$ cat config.mk
export PLATFORM = sky130hd
export DESIGN_NAME = vg_prom_sequencer
export DESIGN_NICKNAME = d
export VERILOG_FILES = /design/src/rtl/vgseq_pkg.sv /design/src/rtl/vgseq_wdog.sv /design/src/rtl/vg_prom_sequencer.sv
export SDC_FILE = /design/constraint.sdc
export NUM_CORES = 1
export LEC_CHECK = 0
export BUFFER_PORTS_ARGS = -buffer_cell sky130_fd_sc_hd__buf_2
export CAP_MARGIN = 30
export CORE_MARGIN = 2
export CORE_UTILIZATION = 53
export DETAILED_ROUTE_END_ITERATION = 6
export GPL_ROUTABILITY_DRIVEN = 1
export PLACE_DENSITY = 0.83
export SYNTH_ARGS = -nofsm -noshare
export SYNTH_HDL_FRONTEND = slang
export SYNTH_SLANG_ARGS = --single-unit
$ cat constraint.sdc
create_clock -name clk -period 3.9 [get_ports clk]
set_input_delay 0.39 -clock clk [delete_from_list [all_inputs] [get_ports clk]]
set_output_delay 0.39 -clock clk [all_outputs]
set_load 0.005 [all_outputs]
$ cat src/rtl/vgseq_pkg.sv
// vgseq_pkg: shared types and constants for the vector generator PROM
// microsequencer.
//   state_e      - sequencer FSM states
//   ROM_AW/DW    - state PROM geometry (256 x 4)
//   USTATE_DONE  - PROM code meaning "opcode complete"
//   USTATE_HALT  - PROM code meaning "stop the vector generator"
package vgseq_pkg;

  typedef enum logic [2:0] {
    IDLE,
    FETCH,
    LOOK,
    APPLY,
    HALTED
  } state_e;

  localparam int ROM_AW = 8;
  localparam int ROM_DW = 4;

  localparam logic [ROM_DW-1:0] USTATE_DONE = 4'h0;
  localparam logic [ROM_DW-1:0] USTATE_HALT = 4'hF;

endpackage

$ cat src/rtl/vgseq_wdog.sv
// vgseq_wdog: micro-step counter for the sequencer watchdog.
// The module only exists when VGSEQ_WDOG_EN is defined; the default build
// has no step limit and no counter.
// Ports:
//   clk, rst_n  clock, asynchronous active-low reset
//   clr         restart the count (takes priority over inc)
//   inc         one micro-step applied this cycle
//   trip        this step is the MAX_STEPS-th since the last clear
`ifdef VGSEQ_WDOG_EN
module vgseq_wdog #(
  parameter int MAX_STEPS = 16
) (
  input  logic clk,
  input  logic rst_n,
  input  logic clr,
  input  logic inc,
  output logic trip
);

  localparam int W = $clog2(MAX_STEPS + 1);

  logic [W-1:0] cnt_q, cnt_d;

  // Compare the pre-increment count so the trip lines up with the step
  // that would take the count to MAX_STEPS.
  assign trip = inc && (cnt_q == W'(MAX_STEPS - 1));

  always_comb begin
    cnt_d = cnt_q;
    if (clr)      cnt_d = '0;
    else if (inc) cnt_d = cnt_q + 1'b1;
  end

  always_ff @(posedge clk or negedge rst_n) begin
    if (!rst_n) cnt_q <= '0;
    else        cnt_q <= cnt_d;
  end

endmodule
`endif

$ cat src/rtl/vg_prom_sequencer.sv
// vg_prom_sequencer: microsequencer driving the 256x4 synchronous state PROM.
// Each opcode from the fetch unit is walked through PROM micro-states:
// address = {halt_pend, opcode, ustate}, data = next ustate. Code 0 ends the
// opcode, code F halts the vector generator.
// Optional feature: define VGSEQ_WDOG_EN to enable the MAX_STEPS watchdog
// (sticky err, forced halt). Without it err is tied low.
// Ports:
//   clk, rst_n            clock, asynchronous active-low reset
//   go                    start pulse (IDLE/HALTED only)
//   halt_req              halt level, sampled with the opcode in FETCH
//   op_valid, opcode      opcode handshake in; op_ready pulses on consume
//   rom_addr, rom_cs      PROM address (registered) and select (LOOK)
//   rom_dout              PROM data, valid in APPLY
//   ustate, ustate_stb    current micro-state and per-step strobe
//   busy, done, err       activity, halt-entry pulse, watchdog error
module vg_prom_sequencer
  import vgseq_pkg::*;
#(
  parameter int MAX_STEPS = 16
) (
  input  logic              clk,
  input  logic              rst_n,
  input  logic              go,
  input  logic              halt_req,
  input  logic              op_valid,
  input  logic [2:0]        opcode,
  output logic              op_ready,
  output logic [ROM_AW-1:0] rom_addr,
  output logic              rom_cs,
  input  logic [ROM_DW-1:0] rom_dout,
  output logic [3:0]        ustate,
  output logic              ustate_stb,
  output logic              busy,
  output logic              done,
  output logic              err
);

  state_e            state_q, state_d;
  logic [3:0]        ustate_q, ustate_d;
  logic [2:0]        op_lat_q, op_lat_d;
  logic              halt_pend_q, halt_pend_d;
  logic [ROM_AW-1:0] rom_addr_q, rom_addr_d;

  logic start;   // accepted go: clears err and the step count
  logic wd_inc;
  logic wd_trip;
  logic wd_err;

  always_comb begin
    state_d     = state_q;
    ustate_d    = ustate_q;
    op_lat_d    = op_lat_q;
    halt_pend_d = halt_pend_q;
    rom_addr_d  = rom_addr_q;
    op_ready    = 1'b0;
    rom_cs      = 1'b0;
    ustate_stb  = 1'b0;
    done        = 1'b0;
    start       = 1'b0;
    wd_inc      = 1'b0;
    wd_err      = 1'b0;
    case (state_q)
      IDLE, HALTED: begin
        if (go) begin
          start       = 1'b1;
          ustate_d    = '0;
          halt_pend_d = 1'b0;
          state_d     = FETCH;
        end
      end
      FETCH: begin
        if (op_valid) begin
          op_lat_d    = opcode;
          halt_pend_d = halt_req;
          // Use halt_req directly: halt_pend_q is not updated until this edge.
          rom_addr_d  = {halt_req, opcode, ustate_q};
          state_d     = LOOK;
        end
      end
      LOOK: begin
        rom_cs  = 1'b1;
        state_d = APPLY;
      end
      APPLY: begin
        ustate_d   = rom_dout;
        ustate_stb = 1'b1;
        wd_inc     = 1'b1;
        if (rom_dout == USTATE_DONE) begin
          op_ready = 1'b1;
          state_d  = FETCH;
        end else if (rom_dout == USTATE_HALT) begin
          op_ready = 1'b1;
          done     = 1'b1;
          state_d  = HALTED;
        end else if (wd_trip) begin
          // Runaway opcode: halt without consuming it.
          wd_err  = 1'b1;
          done    = 1'b1;
          state_d = HALTED;
        end else begin
          rom_addr_d = {halt_pend_q, op_lat_q, rom_dout};
          state_d    = LOOK;
        end
      end
      default: state_d = IDLE;
    endcase
  end

  always_ff @(posedge clk or negedge rst_n) begin
    if (!rst_n) begin
      state_q     <= IDLE;
      ustate_q    <= '0;
      op_lat_q    <= '0;
      halt_pend_q <= 1'b0;
      rom_addr_q  <= '0;
    end else begin
      state_q     <= state_d;
      ustate_q    <= ustate_d;
      op_lat_q    <= op_lat_d;
      halt_pend_q <= halt_pend_d;
      rom_addr_q  <= rom_addr_d;
    end
  end

`ifdef VGSEQ_WDOG_EN
  logic err_q;

  // Any terminating step (code 0/F or trip) restarts the count.
  vgseq_wdog #(.MAX_STEPS(MAX_STEPS)) u_wdog (
    .clk   (clk),
    .rst_n (rst_n),
    .clr   (start || (state_q == APPLY && state_d != LOOK)),
    .inc   (wd_inc),
    .trip  (wd_trip)
  );

  always_ff @(posedge clk or negedge rst_n) begin
    if (!rst_n)      err_q <= 1'b0;
    else if (start)  err_q <= 1'b0;
    else if (wd_err) err_q <= 1'b1;
  end

  assign err = err_q;
`else
  logic wdog_unused;

  assign wd_trip     = 1'b0;
  assign err         = 1'b0;
  assign wdog_unused = start ^ wd_inc ^ wd_err ^ (MAX_STEPS > 0);
`endif

  assign rom_addr = rom_addr_q;
  assign ustate   = ustate_q;
  assign busy     = (state_q == FETCH) || (state_q == LOOK) || (state_q == APPLY);

endmodule

### Yosys cells after proc, flatten, opt, wreduce, memory -nomap -nowiden

Index checks and enable logic that the tools add are counted.

* equality and inequality tests: 9
* mux-type cells: 21
* reduce and logical (&&, ||, !) cells: 13

Operator list (number)
* 2-to-1 mux 8 bit: 3
* one-hot mux 8 bit (2 select lines): 1
* 2-to-1 mux 3 bit: 4
* one-hot mux 3 bit (4 select lines): 1
* 2-to-1 mux 1 bit: 9
* != test 2 bit, second input constant: 4
* one-hot mux 4 bit (2 select lines): 1
* == test 3 x 2 -> 1 bit, second input constant: 2
* AND reduction 2 bit: 3
* nonzero test 2 bit: 3
* == test 4 bit, second input constant: 1
* logical NOT 4 bit: 1
* 2-to-1 mux 4 bit: 1
* AND reduction 4 bit: 1
* == test 3 x 1 -> 1 bit, second input constant: 1
* == test 3 bit, second input constant: 1
* logical NOT 3 bit: 1
* AND reduction 3 bit: 1
* logical OR 1 bit: 2
* one-hot mux 1 bit (2 select lines): 1
* OR reduction 2 bit: 1

* flip-flop bits (word level): 19
* input port bits: 12
* logic and storage cells: 48

### Longest topological paths before layout

* depth after elaboration: 4
* mapped depth: 6

### Least setup slack after synthesis

No wires, ideal clock.

* kind: in2out
* from: in rom_dout[0]
* to: out op_ready
* arrival: 1.028 ns
* setup slack: 2.482 ns
* cell stages on the path: 3
* buffers on the path: 0
* cell sequence: nor4_4 nor2_1 nor2_1

* longest elaborated chain between the ends: 4
* elaborated cells on any way between the ends: 5
* those cells by class: eq/ne (1); mux (3); reduce/logical (1)

Ends and longest elaborated chain
* start: declaration: RTL line vg_prom_sequencer.sv:30 `input logic [ROM_DW-1:0] rom_dout,`
* == test 4 bit: RTL line vg_prom_sequencer.sv:91 `end else if (rom_dout == USTATE_HALT) begin`
* 2-to-1 mux 1 bit
* 2-to-1 mux 1 bit (*): RTL line vg_prom_sequencer.sv:88 `if (rom_dout == USTATE_DONE) begin`
* 2-to-1 mux 1 bit (*): RTL line vg_prom_sequencer.sv:62 `case (state_q)`
* end: declaration: RTL line vg_prom_sequencer.sv:27 `output logic op_ready,`

Every way passes the cells marked *; elsewhere a longest branch is shown, timed or not.

### Worst setup path after layout

* from: reg state_q[1]
* to: out rom_cs

* longest elaborated chain between the ends: 2

Ends and longest elaborated chain
* start: declaration: RTL line vg_prom_sequencer.sv:38 `state_e state_q, state_d;`
* start signal: assignment: RTL line vg_prom_sequencer.sv:117 `state_q <= state_d;`
* == test 3 x 2 -> 1 bit: RTL line vg_prom_sequencer.sv:62
* 2-to-1 mux 1 bit: RTL line vg_prom_sequencer.sv:62
* end: declaration: RTL line vg_prom_sequencer.sv:29 `output logic rom_cs,`

No other way between the ends.

==> results_dict.tcl <==
set metrics [dict create \
    setup_violations 0 \
    start_util 0.5674 \
    route.detailed.drc 0 \
    clock_latency_ns 0.29 \
    cts_setup_buffers 0 \
    placed_area_mm2 0.001120 \
    reg2reg_depth 3 \
    wl_met3_um 95 \
    crit_arrival_ns 1.54 \
    drtAntennaViolNets 0 \
    max-slew-margin-rel 0.6154 \
    synth.area.top_cells "dfrtp_1 49%, a21oi_1 5.1%, o221a_1 4.6%, o22ai_1 3.8%, o32ai_1 3.6%" \
    yosys.area.top_type "dfrtp_1" \
    seq_area_um2 475.5 \
    ioPinCount 30 \
    outcome "finished clean" \
    yosysWarnings 0 \
    die_area_mm2 0.002209 \
    vias 782 \
    nets 132 \
    grt_usage 0.1927 \
    drive_above_1_share 0.3950 \
    peakVddDrop_mv 0.4582 \
    power_uw 882.7 \
    overflow 0 \
    ff2ff_setup_slack_ns 2.01 \
    diodes 0 \
    synth_top_family_by_area "compound AO/OA/AOI/OAI gates" \
    drt_iter0_markers 8 \
    core.rowCount 15 \
    synth_xor_area_frac 0 \
    coreArea_mm2 0.001727 \
    cts_sinks 19 \
    fp.dieH_um 47.00 \
    grt_pass1_vias 725 \
    gp_congestion 0.8047 \
    grt_setup_unrepaired "no" \
    place_hpwl_mm 1.371 \
    detail_route.wl_per_cell_um 13.06 \
    ys_types 29 \
    cts_made_buffers 3 \
    cts.repair.resized 0 \
    synthSimpleGateAreaFrac 0.1877 \
    antenna_found_initial 0 \
    clock_skew_ns 0.002464 \
    synthAdderAreaFrac 0 \
    avgViaCountPerCell 5.431 \
    grt_max_degree 20 \
    worst_pin_slew_ns 0.5737 \
    die_width_um 47.00 \
    drt-met1-wl_um 867 \
    worst_ep_required_time_ns 3.51 \
    root_buffer "clkbuf_4" \
    portBuffers 28 \
    highest_layer "met4" \
    finalCritPeriodShare 0.4949 \
    syn2layout_area_growth_pct 17.11 \
    finish.instance_area_mm2 0.001147 \
    worstReg2RegEnd "rom_addr[6]" \
    cts-hold-fix-buffers 0 \
    avgSynthCellArea_um2 10.65 \
    cts_tree "built" \
    fin_tns_setup_ns 0 \
    final_util 0.6645 \
    yosys_register_bits 19 \
    synth-compound-area-share 0.2222 \
    htreeDepth 1 \
    dr.pass1.iters 4 \
    syn_inst 92 \
    synth_top_area_share 0.4853 \
    synth_nets 104 \
    period_needed_ns 1.930 \
    r2r_start "state_q[0]" \
    power_leakage_uw 0.0005308 \
    cap_violations 0 \
    synth_area_um2 979.7 \
    path_max_fanout 10 \
    end_kind "output pin" \
    num-fill-cells 151 \
    finalHoldViolations 0 \
    cts.reportedPaths.clkPinSlew_ns 0.11 \
    grt_pass1_wl_mm 3.056 \
    worst-setup-path-type "flip-flop to output pin" \
    ctsLongestPathBuffers 2 \
    ys_seq_area_frac 0.4853 \
    p_per_area_mw_per_mm2 769.3 \
    cp-start-kind "flip-flop" \
    synthMuxAreaShare 0.03448 \
    fmax_mhz 518.1 \
    met2_length_um 908 \
    multi_input_area_um2 439.2 \
    routed_wl_mm 1.881 \
    slew_viol_final 0 \
    hold_path_class "input port to async pin" \
]
-- how the worst max path moves through the flow --
| stage | from | end | depth (start not counted) |
|---|---|---|---|
| global route | state_q[0] | rom_addr[6] | 3 |
| finish | state_q[1] | rom_cs | 3 |
| CTS | state_q[1] | rom_cs | 3 |
| floorplan | rom_dout[0] | op_ready | 3 |
| detailed placement | state_q[0] | rom_addr[6] | 3 |
| global placement | state_q[0] | rom_addr[4] | 3 |
-- flip-flops by register name, indices dropped and copies added, names as in the netlist --
| name | cells |
|---|---|
| ustate | 4 |
| halt_pend_q | 1 |
| op_lat_q | 3 |
| state_q | 3 |
| rom_addr | 8 |
-- cell usage in the layout (no fill, tap or decap), types with 3 or more instances in the layout --
master | Yosys | routed
a21oi_1 | 10 | 10
buf_2 | 1 | 28
clkbuf_4 | 0 | 3
dfrtp_1 | 19 | 19
inv_1 | 8 | 8
mux2_2 | 3 | 3
nand2b_1 | 3 | 3
nor2_1 | 9 | 9
nor2b_1 | 3 | 3
o221a_1 | 4 | 4
o22ai_1 | 6 | 6
o32ai_1 | 4 | 4
or2_2 | 3 | 3
-- power by group --
group	internal [uW]	switching, uW
sequential	296	89.5
combinational	211	189
clock	38.1	59.5
total	545	338
-- worst max-delay path: stages, from the launching register on --
cell	delay, ns
dfrtp_1	0.55
nor2b_1	0.39
nor2b_1	0.19
buf_2	0.13
-- final cells by class --
class	count	share of cell area
clock buffers	3	0.01963
clock inverters	1	0.004362
inverters	9	0.02944
multi-input cells	59	0.3828
flip-flops and latches	19	0.4144
well taps	25	0.02726
repair buffers	28	0.1221
-- stage by stage --
| stage | setup slack [ns] | cells | hold slack (ns) |
|---|---|---|---|
| final | 1.970 | 144 | 0.01707 |
| after CTS | 1.964 | 144 | 0.02659 |
| after global placement | 2.114 | 140 | 0.3492 |
| after global routing | 1.801 | 144 | 0.03655 |
| after floorplan | 2.482 | 92 | 0.09441 |
| after detailed placement | 2.038 | 140 | 0.3552 |
-- Yosys cell counts --
master / count
a21oi_1: 10
a22oi_1: 1
a31o_2: 1
and2_1: 1
and4_4: 1
buf_2: 1
buf_4: 3
clkbuf_1: 1
conb_1: 1
dfrtp_1: 19
inv_1: 8
inv_2: 1
mux2_2: 3
nand2b_1: 3
nand3b_1: 1
nand3b_4: 1
nand4bb_1: 1
nor2_1: 9
nor2b_1: 3
nor3_1: 1
nor4_4: 1
o221a_1: 4
o221a_2: 1
o22ai_1: 6
o31a_2: 1
o31ai_2: 1
o32ai_1: 4
or2_2: 3
or3_4: 1
-- metal layers --
| metal | track usage | vias to the layer above |
|---|---|---|
| met2 | 0.3123 | 26 |
| li1 | - | 387 |
| met5 | 0 | - |
| met3 | 0.02308 | 2 |
| met4 | 0.07222 | 0 |
| met1 | 0.2652 | 367 |
-- cells by family after synthesis --
logic type / Yosys count
AOI/OAI and AO/OA: 29
buffers and inverters: 14
DFF: 19
muxes: 3
other: 1
and+or+nand+nor: 26
Power figures use the tool's default switching activity.
